===== config.mk =====
export PLATFORM = sky130hd
export DESIGN_NAME = player_mcu
export DESIGN_NICKNAME = d
export VERILOG_FILES = /design/src/rtl/player_mcu_pkg.sv /design/src/rtl/player_mcu_counter_n.sv /design/src/rtl/player_mcu.sv
export SDC_FILE = /design/constraint.sdc
export NUM_CORES = 1
export LEC_CHECK = 0
export BUFFER_PORTS_ARGS = -buffer_cell sky130_fd_sc_hd__buf_2
export CAP_MARGIN = 20
export CELL_PAD_IN_SITES_DETAIL_PLACEMENT = 0
export CELL_PAD_IN_SITES_GLOBAL_PLACEMENT = 1
export CORE_AREA = 4 4 41 43
export DETAILED_ROUTE_END_ITERATION = 8
export DIE_AREA = 0 0 45 47
export PLACE_DENSITY_LB_ADDON = 0.1
export SYNTH_ARGS = -nofsm -noshare
export SYNTH_HDL_FRONTEND = slang
export SYNTH_SLANG_ARGS = --single-unit

===== constraint.sdc =====
create_clock -name clk -period 1 [get_ports clk]
set_input_delay 0.15 -clock clk [delete_from_list [all_inputs] [get_ports clk]]
set_output_delay 0.15 -clock clk [all_outputs]
set_load 0.03 [all_outputs]

===== src/rtl/player_mcu_pkg.sv =====
// Shared definitions for the music-player sequencer: state encoding and default sizing.
package player_mcu_pkg;

  typedef enum logic [1:0] {
    S_RESET   = 2'd0,
    S_PAUSED  = 2'd1,
    S_PLAYING = 2'd2,
    S_NEXT    = 2'd3
  } state_t;

  localparam int unsigned DEF_NUM_SONGS    = 4;
  localparam int unsigned DEF_SONG_BITS    = 2;
  localparam int unsigned DEF_RESET_CYCLES = 2;

endpackage


===== src/rtl/player_mcu_counter_n.sv =====
// Modulo-n enable counter; co marks the enabled cycle that completes n counts.
module counter_n #(
  parameter int unsigned n = 2
) (
  input  logic clk,
  input  logic reset,
  input  logic en,
  output logic co
);

  localparam int unsigned W = (n > 1) ? $clog2(n) : 1;

  logic [W-1:0] count;

  assign co = en && (count == W'(n - 1));

  always_ff @(posedge clk or negedge reset) begin
    if (!reset) begin
      count <= '0;
    end else if (en) begin
      if (co) count <= '0;
      else    count <= count + 1'b1;
    end
  end

endmodule


===== src/rtl/player_mcu.sv =====
// Music-player sequencer: play/pause, song select and reader reset pulse generation.
// Optional macro PLAYER_MCU_AUTO_ADVANCE_EN: song_done advances to the next song and keeps playing.
module player_mcu
  import player_mcu_pkg::*;
#(
  parameter int unsigned NUM_SONGS    = DEF_NUM_SONGS,
  parameter int unsigned SONG_BITS    = DEF_SONG_BITS,
  parameter int unsigned RESET_CYCLES = DEF_RESET_CYCLES
) (
  input  logic                 clk,
  input  logic                 reset,
  input  logic                 play_pause,
  input  logic                 next,
  input  logic                 song_done,
  output logic                 play,
  output logic [SONG_BITS-1:0] song,
  output logic                 reset_player
);

  state_t state, state_nxt;
  logic   resume, resume_nxt;
  logic   cnt_en, cnt_co;

  assign cnt_en = (state == S_RESET);

  counter_n #(.n(RESET_CYCLES)) u_reset_cnt (
    .clk   (clk),
    .reset (reset),
    .en    (cnt_en),
    .co    (cnt_co)
  );

  always_comb begin
    state_nxt  = state;
    resume_nxt = resume;
    case (state)
      S_RESET: begin
        if (cnt_co) state_nxt = resume ? S_PLAYING : S_PAUSED;
      end
      S_PAUSED: begin
        if (next) begin
          state_nxt  = S_NEXT;
          resume_nxt = 1'b0;
        end else if (play_pause) begin
          state_nxt = S_PLAYING;
        end
      end
      S_PLAYING: begin
        if (next) begin
          state_nxt  = S_NEXT;
          resume_nxt = 1'b1;
        end else if (song_done) begin
`ifdef PLAYER_MCU_AUTO_ADVANCE_EN
          state_nxt  = S_NEXT;
          resume_nxt = 1'b1;
`else
          state_nxt  = S_RESET;
          resume_nxt = 1'b0;
`endif
        end else if (play_pause) begin
          state_nxt = S_PAUSED;
        end
      end
      S_NEXT: begin
        state_nxt = S_RESET;
      end
      default: state_nxt = S_RESET;
    endcase
  end

  // Outputs are registered from the next state so they change on the same edge as state.
  always_ff @(posedge clk or negedge reset) begin
    if (!reset) begin
      state        <= S_RESET;
      resume       <= 1'b0;
      song         <= '0;
      play         <= 1'b0;
      reset_player <= 1'b1;
    end else begin
      state        <= state_nxt;
      resume       <= resume_nxt;
      play         <= (state_nxt == S_PLAYING);
      reset_player <= (state_nxt == S_RESET);
      if (state == S_NEXT) begin
        song <= (song == SONG_BITS'(NUM_SONGS - 1)) ? '0 : song + 1'b1;
      end
    end
  end

endmodule


==> results.ini, run 1 <==
[layout]
multi_input_area_sq_um=216
layout-drive-gt1-share_pct=54.4
num-fill-cells=133
fin_nets=64
seq_area_sq_um=206
instances_no_fill=72
final_area_sq_um=601
area_delta_synth_final_pct=50.9
utilization_pct=46.2
diodes=0

[clock_tree]
ctsRootBufferMaster=clkbuf_4
cts_buffer_depth=2
htreeDepth=1
cts_tree=done
clk_pin_slew_ns=0.06
clkSinkCount=8
insertion_delay_ns=0.26
cts_buffers=3

[logic_synthesis]
synth.distinct_cells=21
syn_nets=44
synthMuxAreaShare_pct=2.83
synth_xor_area_share_pct=2.20
seq_area_frac_synth_pct=50.6
yosysWarningCount=0
ys_seq_elements=8
synth_top_family_by_area=compound AO/OA/AOI/OAI gates
syn-cell-area_sq_um=398
syn_avg_cell_area_sq_um=10.5
syn_inst=38
synth_compound_gate_area_share_pct=21.1
synth-simple-area-share_pct=17.3
synth_adder_area_share_pct=3.14

[route]
routedWlPerCell_microns=12.7
drt-total-wl_microns=913
drtPass1Iterations=3
met1_length_microns=396
wl_met2_microns=442
vias=351
ant_nets=0
wl_met3_microns=68
vias_per_cell=4.88
drc_errors=0
routed.top_layer=met4
drt_iter0_drc=1

[worst_setup_path]
crit_type=reg2out
crit_start=song[0]
timing.critical_path.buf_inv=2
path_delay_family=flip-flops
worstPathArrival_ns=0.93
cp-endpoint=song[0]
worstPathCellList=buf_6, buf_6
slowest_stage=dfrtp_2
r2r_start=song[1]
cp_num_cells=2
required_ns=0.85
end_kind=output port
cpMostUsedCell=buf_6
max_stage_delay_ns=0.42
r2r_cells=2
r2r-end=song[1]
worstPathMaxFanout=2
reg2reg_slack_ns=-0.05
cp-start-kind=flip-flop

[place]
hpwl_microns=717
portBuffers=8
gp_congestion=0.845
dpl.cell_count=66
placed_cell_area_sq_um=503
dp_slack_ns=-0.0772

[sta]
slew-limit-headroom_pct=85.7
fmax_mhz=926
final.setup.worst_slack_ns=-0.0802
min_period_ns=1.08
fin_crit_sh_pct=108
finalClockSkew_ns=0.00655
worst_slew_pin_slew_ns=0.215
rsz0062_at_grt=true
finalMaxSlewViolations=0
finalSetupViolCount=6
setup_tns_ns=-0.286
hold_violations=0

[die]
die_width_microns=45
start_util_pct=30.6
core_sq_um=1300
std_cell_rows=13
dieHeight_microns=47
io_pins=9
dieArea_sq_um=2120

[hold_path]
hold_depth=2
hold_path.class=in2reg
hold_start=next

[power_and_ir_drop]
p_leak_nw=0.274
p_clk_share_pct=12.5
p_comb_share_pct=53.6
p_per_area_nw_per_um2=3500
peakVddDrop_uv=1050
p_int_mw=1.29
swShare_pct=38.7
switchingPower_uw=814
seq_power_share_pct=33.9

[global_routing]
grt_pass1_vias=350
grt_use_total_pct=10.1
gr-total-overflow=0
antenna_found_initial=0
grt_max_degree=9
grt_pass1_wl_microns=1440

[job]
max_cap_violations=0

[run_status]
violations=negative setup slack
status=finished, violations left

[per-stage QoR]
step	hold WS, ns	power [mW]
finish	0.194	2.10
global route	0.212	2.25
CTS	0.188	1.98
detailed placement	-0.00467	1.59
global placement	-0.00878	1.53
floorplan	-0.146	1.22
[logic make-up after synthesis]
kind of cell,after synthesis
adders and majority gates,1
muxes,1
xor gates and xnor gates,1
and+or+nand+nor,12
AOI/OAI and AO/OA,12
DFF,8
buffers and inverters,3
[Yosys cell counts]
cell,instances,area share [%]
a21oi_1,2,2.5
and2b_4,1,2.5
a21o_1,1,1.9
nor2_1,3,2.8
inv_1,3,2.8
nor3_1,1,1.3
o21ai_0,4,5.0
ha_1,1,3.1
dfrtp_1,7,44
o2bb2ai_1,1,2.2
xnor2_1,1,2.2
nand2_1,1,0.94
o21ai_1,1,1.3
o311a_1,1,2.5
and3b_2,1,2.5
nor2b_1,3,4.7
o211ai_1,1,1.9
a221oi_2,1,3.8
mux2_1,1,2.8
dfstp_2,1,6.6
nand3_1,2,2.5
[final cells by class]
class                      count  area share [%]
timing repair buffer          15            20.2
inverter                       3            1.88
multi-input combinational     27            36.0
sequential                     8            34.4
clock buffer                   4            4.38
tap                           15            3.13
[routing by layer]
layer | vias up | track usage (%)
met5 | - | 0
met4 | 0 | 7.02
met3 | 2 | 4.60
met2 | 11 | 15.8
met1 | 166 | 11.0
li1 | 172 | -
[power groups by stage]
stage	registers [mW]	logic (mW)	clock network, mW
6_report	0.713	1.13	0.262
5_1_grt	0.739	1.21	0.300
4_1_cts	0.661	1.04	0.279
3_5_place_dp	0.652	0.939	0
3_3_place_gp	0.640	0.895	0
2_1_floorplan	0.789	0.433	0
[worst reg2reg max path: stages, from the launching register on]
cell and delay [ns]:
dfrtp_2 0.43, ha_4 0.24, mux2_4 0.26
[flip-flops by register name (all words and copies together), names as in the netlist]
signal	count
song	2
state	2
play	1
reset_player	1
resume	1
u_reset_cnt.count	1
[repair_timing]
action,4_1_cts,5_1_grt
hold buffers,1,0
endpoints found under the setup margin,8,10
setup buffers,0,1
pin swaps,0,1
gates resized for setup,8,7
hold endpoints to repair,8,0
[worst min-delay path by stage]
stage / endpoint / slack (ns)
after floorplan: play / -0.15
after global placement: u_reset_cnt.count / -0.009
after detailed placement: play / -0.005
after CTS: play / 0.19
after global routing: play / 0.21
final: play / 0.19
[cells in the final DEF (no fill, tap or decap), types with 2 or more instances in the layout]
master and instances:
buf_6 5, nor2_1 2, clkbuf_4 3, dfrtp_1 3
inv_1 2, buf_4 4, nand3_1 2, o21ai_0 4
nor2b_1 3, dfrtp_2 4, a21oi_1 2, buf_2 5
No activity file was read; power rests on OpenSTA's default activity.
==> run 2, diff against run 1 <==
--- a/config.mk
+++ b/config.mk
@@ -10,9 +10,12 @@
 export CELL_PAD_IN_SITES_DETAIL_PLACEMENT = 0
 export CELL_PAD_IN_SITES_GLOBAL_PLACEMENT = 1
 export CORE_AREA = 4 4 41 43
+export CTS_CLUSTER_SIZE = 16
 export DETAILED_ROUTE_END_ITERATION = 8
 export DIE_AREA = 0 0 45 47
 export PLACE_DENSITY_LB_ADDON = 0.1
+export RECOVER_POWER = 25
+export SLEW_MARGIN = 15
 export SYNTH_ARGS = -nofsm -noshare
 export SYNTH_HDL_FRONTEND = slang
 export SYNTH_SLANG_ARGS = --single-unit
==> run 2 against run 1 <==
Against the previous run:
- the flow still finishes with violations (negative setup slack)
- critical path depth unchanged
- worst setup slack about the same
- total power about the same
- die area unchanged
- design area down 0.21%
- sequential power about the same
- via count unchanged
- sequential share of layout area up 0.072 points
- critical path type unchanged
- largest cell class unchanged
- largest power group unchanged
==> results.ini, run 2 (synthesized netlist as in run 1, its figures left out) <==
[layout]
fin_nets=64
area_delta_synth_final_pct=50.6
final_common_cell=buf_6
diodes=0
layout-drive-gt1-share_pct=52.6
top_regs=song x2, state x2
num-fill-cells=134
final_cell_mix=buf_6, o21ai_0, buf_2, buf_4, dfrtp_2
utilization_pct=46.1

[power_and_ir_drop]
p_leak_nw=0.271
peakVddDrop_uv=1050
p_comb_share_pct=53.6
swShare_pct=38.7
seq_power_share_pct=33.9
p_int_mw=1.29
p_per_area_nw_per_um2=3510
p_clk_share_pct=12.5
switchingPower_uw=814

[sta]
min_period_ns=1.08
fmax_mhz=926
hold_violations=0
finalSetupViolCount=6
finalClockSkew_ns=0.00655
slew-limit-headroom_pct=73.2
rsz0062_at_grt=true
setup_tns_ns=-0.286
fin_crit_sh_pct=108
worst_slew_pin_slew_ns=0.402
finalMaxSlewViolations=0
final.setup.worst_slack_ns=-0.0802

[clock_tree]
clkSinkCount=8
insertion_delay_ns=0.26
clk_pin_slew_ns=0.06
ctsRootBufferMaster=clkbuf_4
cts_tree=done
htreeDepth=1
cts_buffers=3
cts_buffer_depth=2

[place]
hpwl_microns=717
gp_congestion=0.845
portBuffers=8
dp_slack_ns=-0.0772

[global_routing]
grt_use_total_pct=10.1
grt_max_degree=9
grt_pass1_wl_microns=1440
gr-total-overflow=0
grt_pass1_vias=350
antenna_found_initial=0

[worst_setup_path]
end_kind=output port
required_ns=0.85
reg2reg_slack_ns=-0.05
cp-start-kind=flip-flop
r2r_cells=2
crit_type=reg2out
cpMostUsedCell=buf_6
max_stage_delay_ns=0.42
worstPathMaxFanout=2
worstPathCellList=buf_6, buf_6
slowest_stage=dfrtp_2
worstPathArrival_ns=0.93

[route]
drc_errors=0
drt-total-wl_microns=913
routedWlPerCell_microns=12.7
drtPass1Iterations=3
vias_per_cell=4.88
drt_iter0_drc=1
vias=351
ant_nets=0

[die]
die_width_microns=45
dieHeight_microns=47
core_sq_um=1300
std_cell_rows=13
dieArea_sq_um=2120
start_util_pct=30.6
io_pins=9

[run_status]
violations=negative setup slack
status=finished, violations left

[hold_path]
hold_path.class=in2reg
hold_depth=2

[job]
max_cap_violations=0

-- run 2: repair_timing --
action	4_1_cts	5_1_grt
endpoints found under the hold margin	8	0
setup endpoints to repair	8	10
pin swaps	0	1
buffers inserted	0	1
gates resized for setup	8	7
hold buffers	1	0
-- run 2: layout make-up --
class | count | area, sq um | share of cell area [%]
multi-input cells | 27 | 216 | 36.1
repair buffers | 15 | 120 | 20.0
well taps | 15 | 18.8 | 3.13
flip-flops and latches | 8 | 206 | 34.4
inverters | 3 | 11.3 | 1.88
clock buffers | 4 | 26.3 | 4.38
-- run 2: final timing paths --
path	startpoint	end
min in group asynchronous	reset	resume
min	next	play
max	song[0]	song[0]
min reg2reg	u_reset_cnt.count	reset_player
max in group asynchronous	reset	reset_player
max reg2reg	song[1]	song[1]
-- run 2: power groups by stage --
stage          registers [mW]  logic, mW  clock network, mW
6_report                0.713       1.13              0.262
5_1_grt                 0.739       1.21              0.300
4_1_cts                 0.661       1.04              0.279
3_5_place_dp            0.652      0.939                  0
3_3_place_gp            0.640      0.895                  0
2_1_floorplan           0.789      0.433                  0
-- run 2: layer usage --
layer	part of all wire [%]	track usage [%]	up-vias	routed length (microns)
li1	-	-	172	-
met4	0.55	7.02	0	5
met3	7.4	4.60	2	68
met5	0	0	-	0
met2	48	15.8	11	442
met1	43	11.0	166	396
-- run 2: worst max-delay path: cells and delay by family, from the launching register on --
kind	cells	cell delay, ns
flops	1	0.42
buf+inv	2	0.25
-- run 2: metrics by stage --
stage | hold slack [ns] | instances | instance area, sq um | total power, mW
2_1_floorplan | -0.146 | 38 | 407 | 1.22
3_3_place_gp | -0.00878 | 66 | 503 | 1.53
3_5_place_dp | -0.00467 | 66 | 503 | 1.59
4_1_cts | 0.188 | 71 | 563 | 1.98
5_1_grt | 0.212 | 72 | 599 | 2.25
6_report | 0.194 | 72 | 599 | 2.10
==> run 3, diff against run 2 <==
--- a/config.mk
+++ b/config.mk
@@ -9,10 +9,10 @@
 export CAP_MARGIN = 20
 export CELL_PAD_IN_SITES_DETAIL_PLACEMENT = 0
 export CELL_PAD_IN_SITES_GLOBAL_PLACEMENT = 1
-export CORE_AREA = 4 4 41 43
+export CORE_AREA = 2 2 39 41
 export CTS_CLUSTER_SIZE = 16
 export DETAILED_ROUTE_END_ITERATION = 8
-export DIE_AREA = 0 0 45 47
+export DIE_AREA = 0 0 41 43
 export PLACE_DENSITY_LB_ADDON = 0.1
 export RECOVER_POWER = 25
 export SLEW_MARGIN = 15
==> constraint.sdc (replaced) <==
create_clock -name clk -period 1 [get_ports clk]
set_input_delay 0.15 -clock clk [delete_from_list [all_inputs] [get_ports clk]]
set_output_delay 0.15 -clock clk [all_outputs]
set_load 0.01 [all_outputs]
==> run 3 against run 2 <==
Against the previous run:
- the flow still finishes with violations (negative setup slack)
- first-iteration DRC count unchanged
- register-to-register slack hardly changed
- clock skew is 0.0010 ns lower
- critical path depth stayed put
- non-clock buffer count is 1 lower
- sequential share of layout area is 1.4 points higher
- largest power group unchanged
- highest routed layer unchanged
==> results.ini, run 3 (synthesized netlist as in run 1, its figures left out) <==
[clock_tree]
cts_buffers=3
post_cts_buffers=0
cts_tree=done
ctsRootBufferMaster=clkbuf_4
cts_buffer_depth=2
insertion_delay_ns=0.26
clk_pin_slew_ns=0.06
clkSinkCount=8
htreeDepth=1

[worst_setup_path]
reg2reg_slack_ns=-0.05
worstPathArrival_ns=1.20
slowest_stage=dfrtp_1
path_delay_family=flip-flops
max_stage_delay_ns=0.39
required_ns=1.15
worstPathCellList=ha_1, mux2_4
worstPathMaxFanout=2
r2r_start=song[1]
crit_start=song[1]
timing.critical_path.buf_inv=0
cp-start-kind=flip-flop
crit_type=reg2reg
end_kind=flip-flop

[route]
vias_per_cell=4.69
ant_nets=0
drc_errors=0
routed.top_layer=met4
wl_met2_microns=353
drtPass1Iterations=2
wl_met3_microns=23
drt-total-wl_microns=774
routedWlPerCell_microns=10.8
met1_length_microns=380
vias=338
drt_iter0_drc=1

[place]
placed_cell_area_sq_um=502
portBuffers=8
gp_congestion=0.857
hpwl_microns=622

[die]
start_util_pct=28.8
std_cell_rows=14
io_pins=9
core_sq_um=1380
die_width_microns=41
dieArea_sq_um=1760
dieHeight_microns=43

[global_routing]
grt_pass1_wl_microns=1320
gr-total-overflow=0
grt_use_total_pct=11.7
grt_pass1_vias=331
grt_max_degree=9
antenna_found_initial=0

[sta]
fin_crit_sh_pct=105
rsz0062_at_grt=true
finalSetupViolCount=4
finalClockSkew_ns=0.00553
hold_violations=0
min_period_ns=1.05
fmax_mhz=948
finalMaxSlewViolations=0
slew-limit-headroom_pct=71.2
final.setup.worst_slack_ns=-0.0544
holdWs_ns=0.162
worst_slew_pin_slew_ns=0.432

[power_and_ir_drop]
p_per_area_nw_per_um2=3210
peakVddDrop_uv=1380
p_leak_nw=0.267

[layout]
final_area_sq_um=569
final_cell_mix=buf_6, dfrtp_1, o21ai_0, buf_2
utilization_pct=41.1
num-fill-cells=141
fin_nets=63
layout-drive-gt1-share_pct=42.9
area_delta_synth_final_pct=43.1
diodes=0
top_regs=song x2, state x2

[hold_path]
hold_start=next
hold_path.class=in2reg

[run_status]
violations=negative setup slack
status=finished, violations left

[job]
max_cap_violations=0

[run 3: cell types whose count changed in the layout (fill, tap and decap cells not counted), sizes merged]
cell / delta
buf: -1
[run 3: final cells by class]
| type | instances | area (sq um) | area share (%) |
|---|---|---|---|
| Clock buffer | 4 | 26.3 | 4.62 |
| Multi-Input combinational cell | 27 | 195 | 34.3 |
| Tap cell | 16 | 20.0 | 3.52 |
| Sequential cell | 8 | 204 | 35.8 |
| Inverter | 3 | 11.3 | 1.98 |
| Timing Repair Buffer | 14 | 113 | 19.8 |
[run 3: metrics by stage]
stage                     setup TNS (ns)  setup WS (ns)  total power, mW  instances
after global placement           -0.0252        -0.0251             1.42         67
after CTS                         -0.174        -0.0524             1.83         72
final                             -0.136        -0.0544             1.83         72
after global routing              -0.280        -0.0697             1.98         72
after detailed placement         -0.0421        -0.0366             1.44         67
after floorplan                  -0.0766        -0.0766             1.10         38
[run 3: path summary, 6_finish.rpt]
| check | end | cells past startpoint |
|---|---|---|
| worst max-delay path | song[1] | 2 |
| worst min-delay path | play | 2 |
| worst max register to register | song[1] | 2 |
| worst min register to register | reset_player | 2 |
| max in group asynchronous | reset_player | 2 |
| min in group asynchronous | song[1] | 2 |
[run 3: metal layers]
metal,up-vias,GRT usage (%)
met5,-,0
met4,0,12.0
met3,2,1.57
met2,9,16.3
met1,154,13.9
li1,173,-
[run 3: where the power goes]
part	switching, mW	internal, mW	leakage (nW)
Combinational	0.361	0.548	0.157
Sequential	0.142	0.506	0.0948
Clock	0.120	0.153	0.0150
Total	0.623	1.21	0.267
[run 3: repair_timing]
item / 4_1_cts / 5_1_grt
setup endpoints to repair: 8 / 7
hold endpoints to repair: 8 / 0
cloned: 0 / 0
hold buffers: 1 / 0
gates resized for setup: 5 / 3
